**src/rtl/fp_pkg.sv**
```systemverilog
// Shared constants and types for the single-precision multiply rounding path.
// Contents:
//   FP32 field widths, canonical quiet NaN, exponent bias/limit,
//   out_flags bit indices, the stage-1 bundle struct and a pack helper.
package fp_pkg;

  localparam int unsigned FRAC_W   = 23;
  localparam int unsigned EXP8_W   = 8;
  localparam int unsigned PROD_W   = 48;
  localparam int unsigned FP32_W   = 32;
  localparam int unsigned FLAGS_W  = 4;

  // Internal exponent width carried between stages; wide enough for any
  // supported EXP_W plus the normalise and round-carry increments.
  localparam int unsigned S1_EXP_W = 16;

  localparam logic [FP32_W-1:0] FP32_QNAN = 32'h7FC0_0000;
  localparam int                EXP_BIAS  = 127;
  localparam int                EXP_MAX   = 255;

  // out_flags = {invalid, overflow, underflow, inexact}
  localparam int unsigned FLAG_INEXACT   = 0;
  localparam int unsigned FLAG_UNDERFLOW = 1;
  localparam int unsigned FLAG_OVERFLOW  = 2;
  localparam int unsigned FLAG_INVALID   = 3;

  // Normalised operand bundle held between stage 1 and stage 2.
  typedef struct packed {
    logic                       sign;
    logic signed [S1_EXP_W-1:0] exp;
    logic [FRAC_W-1:0]          man;
    logic                       g;
    logic                       s;
    logic                       nan;
    logic                       inf;
    logic                       zero;
  } s1_bundle_t;

  // Assemble an IEEE754 single from its fields.
  function automatic logic [FP32_W-1:0] fp32_pack(input logic              sign,
                                                  input logic [EXP8_W-1:0] exp8,
                                                  input logic [FRAC_W-1:0] frac);
    return {sign, exp8, frac};
  endfunction

endpackage

```
**src/rtl/fp_rne_round.sv**
```systemverilog
// Combinational mantissa rounder shared by the FP multiply/add round stages.
// Ports:
//   ROUND_EN     1: round-to-nearest-even, 0: truncate
//   man_i        23-bit fraction (hidden bit implied)
//   g_i, s_i     guard and sticky bits below the fraction LSB
//   exp_i        signed biased exponent before rounding
//   man_c_o      rounded fraction
//   exp_c_o      exponent after a possible round carry
//   inexact_c_o  any discarded bits were non-zero
module fp_rne_round
  import fp_pkg::*;
#(
  parameter bit ROUND_EN = 1'b1
) (
  input  logic                       g_i,
  input  logic                       s_i,
  input  logic [FRAC_W-1:0]          man_i,
  input  logic signed [S1_EXP_W-1:0] exp_i,
  output logic [FRAC_W-1:0]          man_c_o,
  output logic signed [S1_EXP_W-1:0] exp_c_o,
  output logic                       inexact_c_o
);

  localparam int unsigned SUM_W = FRAC_W + 1;

  logic             up;
  logic [SUM_W-1:0] sum;

  // Round up on guard when sticky is set or the LSB is odd (ties to even).
  always_comb begin
    up          = 1'b0;
    sum         = '0;
    man_c_o     = man_i;
    exp_c_o     = exp_i;
    inexact_c_o = g_i | s_i;

    if (ROUND_EN) begin
      up = g_i & (s_i | man_i[0]);
    end

    sum = {1'b0, man_i} + SUM_W'(up);

    // Fraction overflow: 1.111..1 + ulp = 10.000..0, renormalise by one.
    if (sum[SUM_W-1]) begin
      man_c_o = '0;
      exp_c_o = exp_i + S1_EXP_W'(1);
    end else begin
      man_c_o = sum[FRAC_W-1:0];
    end
  end

endmodule

```
**src/rtl/fp_mul_round_stage.sv**
```systemverilog
// Two-stage normalise / round / exception stage for the FP32 multiplier.
// Stage 1 registers the normalised bundle, stage 2 rounds, saturates,
// applies special-case overrides and registers the packed result.
// Ports:
//   clk, rst        clock, asynchronous active-high reset
//   in_valid/ready  upstream handshake (in_ready is combinational from out_ready)
//   in_sign         product sign
//   in_exp          signed biased exponent sum ea+eb-127, pre-normalise
//   in_prod         48-bit mantissa product, 46 fraction bits
//   in_nan/inf/zero operand class flags
//   out_valid/ready downstream handshake
//   out_result      packed IEEE754 result
//   out_flags       {invalid, overflow, underflow, inexact}
module fp_mul_round_stage
  import fp_pkg::*;
#(
  parameter bit          ROUND_EN = 1'b1,
  parameter int unsigned EXP_W    = 10
) (
  input  logic                    clk,
  input  logic                    rst,
  input  logic                    in_valid,
  output logic                    in_ready,
  input  logic                    in_sign,
  input  logic signed [EXP_W-1:0] in_exp,
  input  logic [PROD_W-1:0]       in_prod,
  input  logic                    in_nan,
  input  logic                    in_inf,
  input  logic                    in_zero,
  output logic                    out_valid,
  input  logic                    out_ready,
  output logic [FP32_W-1:0]       out_result,
  output logic [FLAGS_W-1:0]      out_flags
);

  localparam int unsigned EW1 = EXP_W + 1;

  localparam logic signed [S1_EXP_W-1:0] E_MAX  = S1_EXP_W'(EXP_MAX);
  localparam logic signed [S1_EXP_W-1:0] E_ZERO = S1_EXP_W'(0);

  // Pipeline registers
  logic                  s1_valid_q;
  s1_bundle_t            s1_q;
  logic                  out_valid_q;
  logic [FP32_W-1:0]     out_result_q;
  logic [FLAGS_W-1:0]    out_flags_q;

  // Next-state values
  s1_bundle_t            s1_d;
  logic [FP32_W-1:0]     res_d;
  logic [FLAGS_W-1:0]    flags_d;

  // Handshake
  logic                  s2_advance_c;
  logic                  in_ready_c;

  // Normalise intermediates
  logic signed [EW1-1:0] exp_ext;
  logic signed [EW1-1:0] exp_norm;

  // Rounder outputs
  logic [FRAC_W-1:0]          rnd_man;
  logic signed [S1_EXP_W-1:0] rnd_exp;
  logic                       rnd_inexact;

  // Stage 2 drains whenever the output slot is empty or being consumed;
  // stage 1 can then always hand its bundle on, so it accepts whenever
  // it is empty or stage 2 advances.
  assign s2_advance_c = ~out_valid_q | out_ready;
  assign in_ready_c   = ~s1_valid_q | s2_advance_c;

  // Stage 1: align the product so the leading one is the hidden bit.
  always_comb begin
    s1_d      = '0;
    exp_ext   = EW1'(in_exp);
    exp_norm  = exp_ext;

    s1_d.sign = in_sign;
    s1_d.nan  = in_nan;
    s1_d.inf  = in_inf;
    s1_d.zero = in_zero;

    if (in_prod[PROD_W-1]) begin
      // Product in [2,4): shift right one place.
      s1_d.man = in_prod[46:24];
      s1_d.g   = in_prod[23];
      s1_d.s   = |in_prod[22:0];
      exp_norm = exp_ext + EW1'(1);
    end else begin
      s1_d.man = in_prod[45:23];
      s1_d.g   = in_prod[22];
      s1_d.s   = |in_prod[21:0];
      exp_norm = exp_ext;
    end

    s1_d.exp = S1_EXP_W'(exp_norm);
  end

  fp_rne_round #(
    .ROUND_EN (ROUND_EN)
  ) u_round (
    .g_i         (s1_q.g),
    .s_i         (s1_q.s),
    .man_i       (s1_q.man),
    .exp_i       (s1_q.exp),
    .man_c_o     (rnd_man),
    .exp_c_o     (rnd_exp),
    .inexact_c_o (rnd_inexact)
  );

  // Stage 2: specials first, then saturation of the rounded exponent.
  always_comb begin
    res_d   = '0;
    flags_d = '0;

    if (s1_q.nan | (s1_q.inf & s1_q.zero)) begin
      res_d                 = FP32_QNAN;
      flags_d[FLAG_INVALID] = 1'b1;
    end else if (s1_q.inf) begin
      res_d = fp32_pack(s1_q.sign, '1, '0);
    end else if (s1_q.zero) begin
      res_d = fp32_pack(s1_q.sign, '0, '0);
    end else if (rnd_exp >= E_MAX) begin
      res_d                  = fp32_pack(s1_q.sign, '1, '0);
      flags_d[FLAG_OVERFLOW] = 1'b1;
      flags_d[FLAG_INEXACT]  = 1'b1;
    end else if (rnd_exp <= E_ZERO) begin
      // No subnormal support: flush to signed zero.
      res_d                   = fp32_pack(s1_q.sign, '0, '0);
      flags_d[FLAG_UNDERFLOW] = 1'b1;
      flags_d[FLAG_INEXACT]   = 1'b1;
    end else begin
      res_d                 = fp32_pack(s1_q.sign, rnd_exp[EXP8_W-1:0], rnd_man);
      flags_d[FLAG_INEXACT] = rnd_inexact;
    end
  end

  // Pipeline state; results only load on a real hand-off so they hold
  // stable under backpressure.
  always_ff @(posedge clk or posedge rst) begin
    if (rst) begin
      s1_valid_q   <= 1'b0;
      s1_q         <= '0;
      out_valid_q  <= 1'b0;
      out_result_q <= '0;
      out_flags_q  <= '0;
    end else begin
      if (s2_advance_c) begin
        out_valid_q <= s1_valid_q;
        if (s1_valid_q) begin
          out_result_q <= res_d;
          out_flags_q  <= flags_d;
        end
      end
      if (in_ready_c) begin
        s1_valid_q <= in_valid;
        if (in_valid) begin
          s1_q <= s1_d;
        end
      end
    end
  end

  assign in_ready   = in_ready_c;
  assign out_valid  = out_valid_q;
  assign out_result = out_result_q;
  assign out_flags  = out_flags_q;

endmodule

```
**config.mk**
```make
export PLATFORM = sky130hd
export DESIGN_NAME = fp_mul_round_stage
export DESIGN_NICKNAME = d
export VERILOG_FILES = /design/src/rtl/fp_pkg.sv /design/src/rtl/fp_rne_round.sv /design/src/rtl/fp_mul_round_stage.sv
export SDC_FILE = /design/constraint.sdc
export NUM_CORES = 1
export LEC_CHECK = 0
export CORE_MARGIN = 4
export CORE_UTILIZATION = 33
export DETAILED_ROUTE_END_ITERATION = 8
export PLACE_DENSITY = 0.55
export SLEW_MARGIN = 20
export SYNTH_ARGS = -nofsm -noshare
export SYNTH_HDL_FRONTEND = slang
export SYNTH_SLANG_ARGS = --single-unit
```
**constraint.sdc**
```tcl
create_clock -name clk -period 4.3 [get_ports clk]
set_input_delay 0.645 -clock clk [delete_from_list [all_inputs] [get_ports clk]]
set_output_delay 0.645 -clock clk [all_outputs]
set_load 0.01 [all_outputs]
```
==> out/metrics.yaml <==
critical_path:
  crit_path_top_delay_cell: "dfrtp_1"
  crit_fanout: 22
  required_ns: 4.55
  crit_type: "register to register"
  crit_family: "simple AND/OR/NAND/NOR gates"
  rr_worst_depth: 9
  worst_setup_path_start_kind: "register"
  cp.arrival_ns: 3.10
  endpoint_kind: "register"
  cp.depth: 9
  crit_path_cell_trace: "nand4_1, nor4_2, buf_4, and2_1, mux2_1, o22ai_1, nand4_1, buf_4, o21ai_1"
  max_stage_delay_ns: 0.42
  crit_buf_inv: 2
clock_tree:
  clk_latency_ns: 0.33
  tritoncts: "yes"
  clk_path_buf_depth: 2
  htree_levels: 3
  postCtsSetupBuffers: 0
  holdBufCountCts: 0
  clock_sinks: 78
  cts_root_buf: "clkbuf_16"
  cts.clk_slew.worst_paths_ns: 0.06
  cts-resized-gates: 0
  cts_buffers: 9
placed_design:
  port_buffers: 103
  gp_congestion: 0.859
  post-place-ws_ns: 1.44
  dp_hpwl_um: 8250
drt:
  ant_nets: 0
  first_pass_iters: 4
  route.detailed.drc: 0
  wl_per_cell_um: 14.7
  routed_wl_um: 10800
  viasPerCell: 4.96
  vias: 3618
  drtIter0Drc: 165
yosys:
  syn_inst: 461
  async_flop_share_pct: 100
  synthesis.nets: 530
  ys_seq_area_share_pct: 45.5
  synth-edff-count: 0
  synth_area_um2: 4290
  ys_ff_latch: 78
  synth.distinct_cells: 53
  yosys_warnings: 0
  synth_ff_type: "dfrtp_1"
  syn_avg_cell_area_um2: 9.31
sta:
  fin_ws_ns: 1.45
  min_period_ns: 2.85
  fin_crit_sh_pct: 66.3
  setup_violations: 0
  max_freq_mhz: 351
  timing.slew.headroom_pct: 43.5
  finalHoldViolations: 0
  worst_pin_slew_ns: 0.847
  skew_ns: 0.0113
  slew_viol_final: 0
  final.setup.tns_ns: 0
  rsz0062_at_grt: "false"
power:
  leakage_nw: 2.32
  ir_drop_v: 0.000187
  power.density_nw_per_um2: 374
worst_hold_path:
  min_path_cells: 2
  hold_class: "register to register"
die:
  core_area_um2: 12700
  io_pins: 104
  die_h_um: 122
  die_x_um: 122
  die-area_um2: 14900
  initial_utilization_pct: 33.9
  num_rows: 41
grt:
  grt_antenna_before_repair: 0
  gr-total-overflow: 0
  grt_pass1_vias: 3677
  grt_start_max_net_pins: 55
  grt_pass1_wl_um: 18200
  track_usage_pct: 15.0
finish:
  n_antenna_cell: 0
  syn2layout_area_growth_pct: 35.0
  fin_nets: 622
  drive_above_1_share_pct: 7.53
  fillCellCount: 1265
  fin_util_pct: 45.7
run_status:
  status: "complete, no violations"
job:
  cap_violations: 0
worst register-to-register path: cells and delay by family, from the launching register on:
| family | cells | cell delay (ns) |
|---|---|---|
| AOI/OAI and AO/OA | 2 | 0.49 |
| DFF | 1 | 0.42 |
| and+or+nand+nor | 4 | 1.03 |
| buffers and inverters | 2 | 0.49 |
| muxes | 1 | 0.36 |
metrics by stage:
step / area (um2) / total power [W] / hold slack (ns) / cells
after floorplan: 4290 / 0.00117 / 0.461 / 461
after global placement: 5470 / 0.00137 / 0.470 / 714
after detailed placement: 5470 / 0.00138 / 0.480 / 714
after CTS: 5790 / 0.00220 / 0.493 / 730
after global routing: 5790 / 0.00228 / 0.528 / 730
final: 5790 / 0.00217 / 0.486 / 730
synthesized netlist by cell type (2+ instances only):
| library cell | n | area (um2) |
|---|---|---|
| nor2_1 | 24 | 90.1 |
| xor2_1 | 19 | 166 |
| inv_1 | 7 | 26.3 |
| mux2i_1 | 29 | 290 |
| dfrtp_1 | 78 | 1950 |
| nor4_1 | 12 | 75.1 |
| mux2_2 | 4 | 45.0 |
| a21oi_1 | 2 | 10.0 |
| nor3_1 | 7 | 35.0 |
| and4_1 | 4 | 35.0 |
| and2_1 | 6 | 37.5 |
| o21ai_0 | 39 | 195 |
| a31oi_1 | 2 | 12.5 |
| nand2b_1 | 5 | 31.3 |
| o21ai_1 | 23 | 115 |
| clkbuf_1 | 17 | 63.8 |
| buf_2 | 5 | 25.0 |
| a211oi_1 | 2 | 15.0 |
| o221a_2 | 6 | 67.6 |
| nand3_1 | 10 | 50.1 |
| nand4_1 | 14 | 87.6 |
| xnor2_1 | 20 | 175 |
| and3_1 | 5 | 31.3 |
| a21o_1 | 2 | 15.0 |
| a22o_1 | 4 | 35.0 |
| nand2_1 | 81 | 304 |
| nor3b_1 | 2 | 15.0 |
| ha_1 | 3 | 37.5 |
| buf_1 | 5 | 18.8 |
cell families after synthesis:
| kind of cell | Yosys count | share of synthesized area [%] |
|---|---|---|
| AND/OR/NAND/NOR | 180 | 20.8 |
| AO/OA/AOI/OAI | 93 | 13.7 |
| flip-flops | 78 | 45.5 |
| XOR/XNOR | 39 | 7.96 |
| buffers and inverters | 34 | 3.12 |
| multiplexers | 34 | 8.08 |
| adder cells (fa/ha/maj) | 3 | 0.875 |
where the power goes:
part	internal (W)	total, W	switching (W)
Combinational	0.000231	0.000426	0.000196
Sequential	0.000822	0.000931	0.000109
Clock	0.000524	0.000811	0.000287
Total	0.00158	0.00217	0.000592
routing by layer:
layer,global-route usage (%),share of wire [%],wire length [um]
met5,0,0,0
met4,4.34,1.1,113
met3,3.44,6.4,687
met2,22.0,42,4490
met1,22.1,51,5470
layout by cell type (no fill, tap or decap), drive strengths merged, types with 2 or more instances in the layout:
master,synthesis,layout
clkdlybuf4s50,0,102
nand2,81,81
dfrtp,78,78
o21ai,63,63
mux2i,29,29
nor2,24,24
xnor2,20,20
xor2,19,19
nand4,15,15
nor4,13,13
nand3,11,11
clkbuf,17,11
nor3,8,8
inv,7,7
and2,6,6
o221a,6,6
buf,10,6
nand2b,5,5
and3,5,5
mux2,5,5
and4,4,4
a22o,4,4
ha,3,3
clkinvlp,0,3
a21o,2,2
nor3b,2,2
a21oi,2,2
a211oi,2,2
a31oi,2,2
bufinv,0,2
final cells by class:
| type | instances | area (um2) | share of cell area (%) |
|---|---|---|---|
| clock inverters | 5 | 82.6 | 1.43 |
| inverters | 7 | 28.8 | 0.497 |
| clock buffers | 11 | 243 | 4.19 |
| flip-flops and latches | 78 | 1950 | 33.7 |
| multi-input cells | 349 | 2210 | 38.1 |
| well taps | 172 | 215 | 3.71 |
| repair buffers | 108 | 1060 | 18.4 |
registers in the layout (all words and copies together) (netlist names):
name        count
out_flags       4
s1_q           40
out_valid       1
out_result     32
s1_valid_q      1
final timing paths:
path,start,to,slack (ns)
max in group asynchronous,rst,out_result[0],2.75
worst max register to register,s1_q[7],out_result[6],1.45
min in group asynchronous,rst,out_result[13],0.77
worst min-delay path,out_result[13],out_result[13],0.49
worst min register to register,out_result[13],out_result[13],0.49
worst max-delay path,s1_q[7],out_result[6],1.45
(Power assumes the default switching activity.)
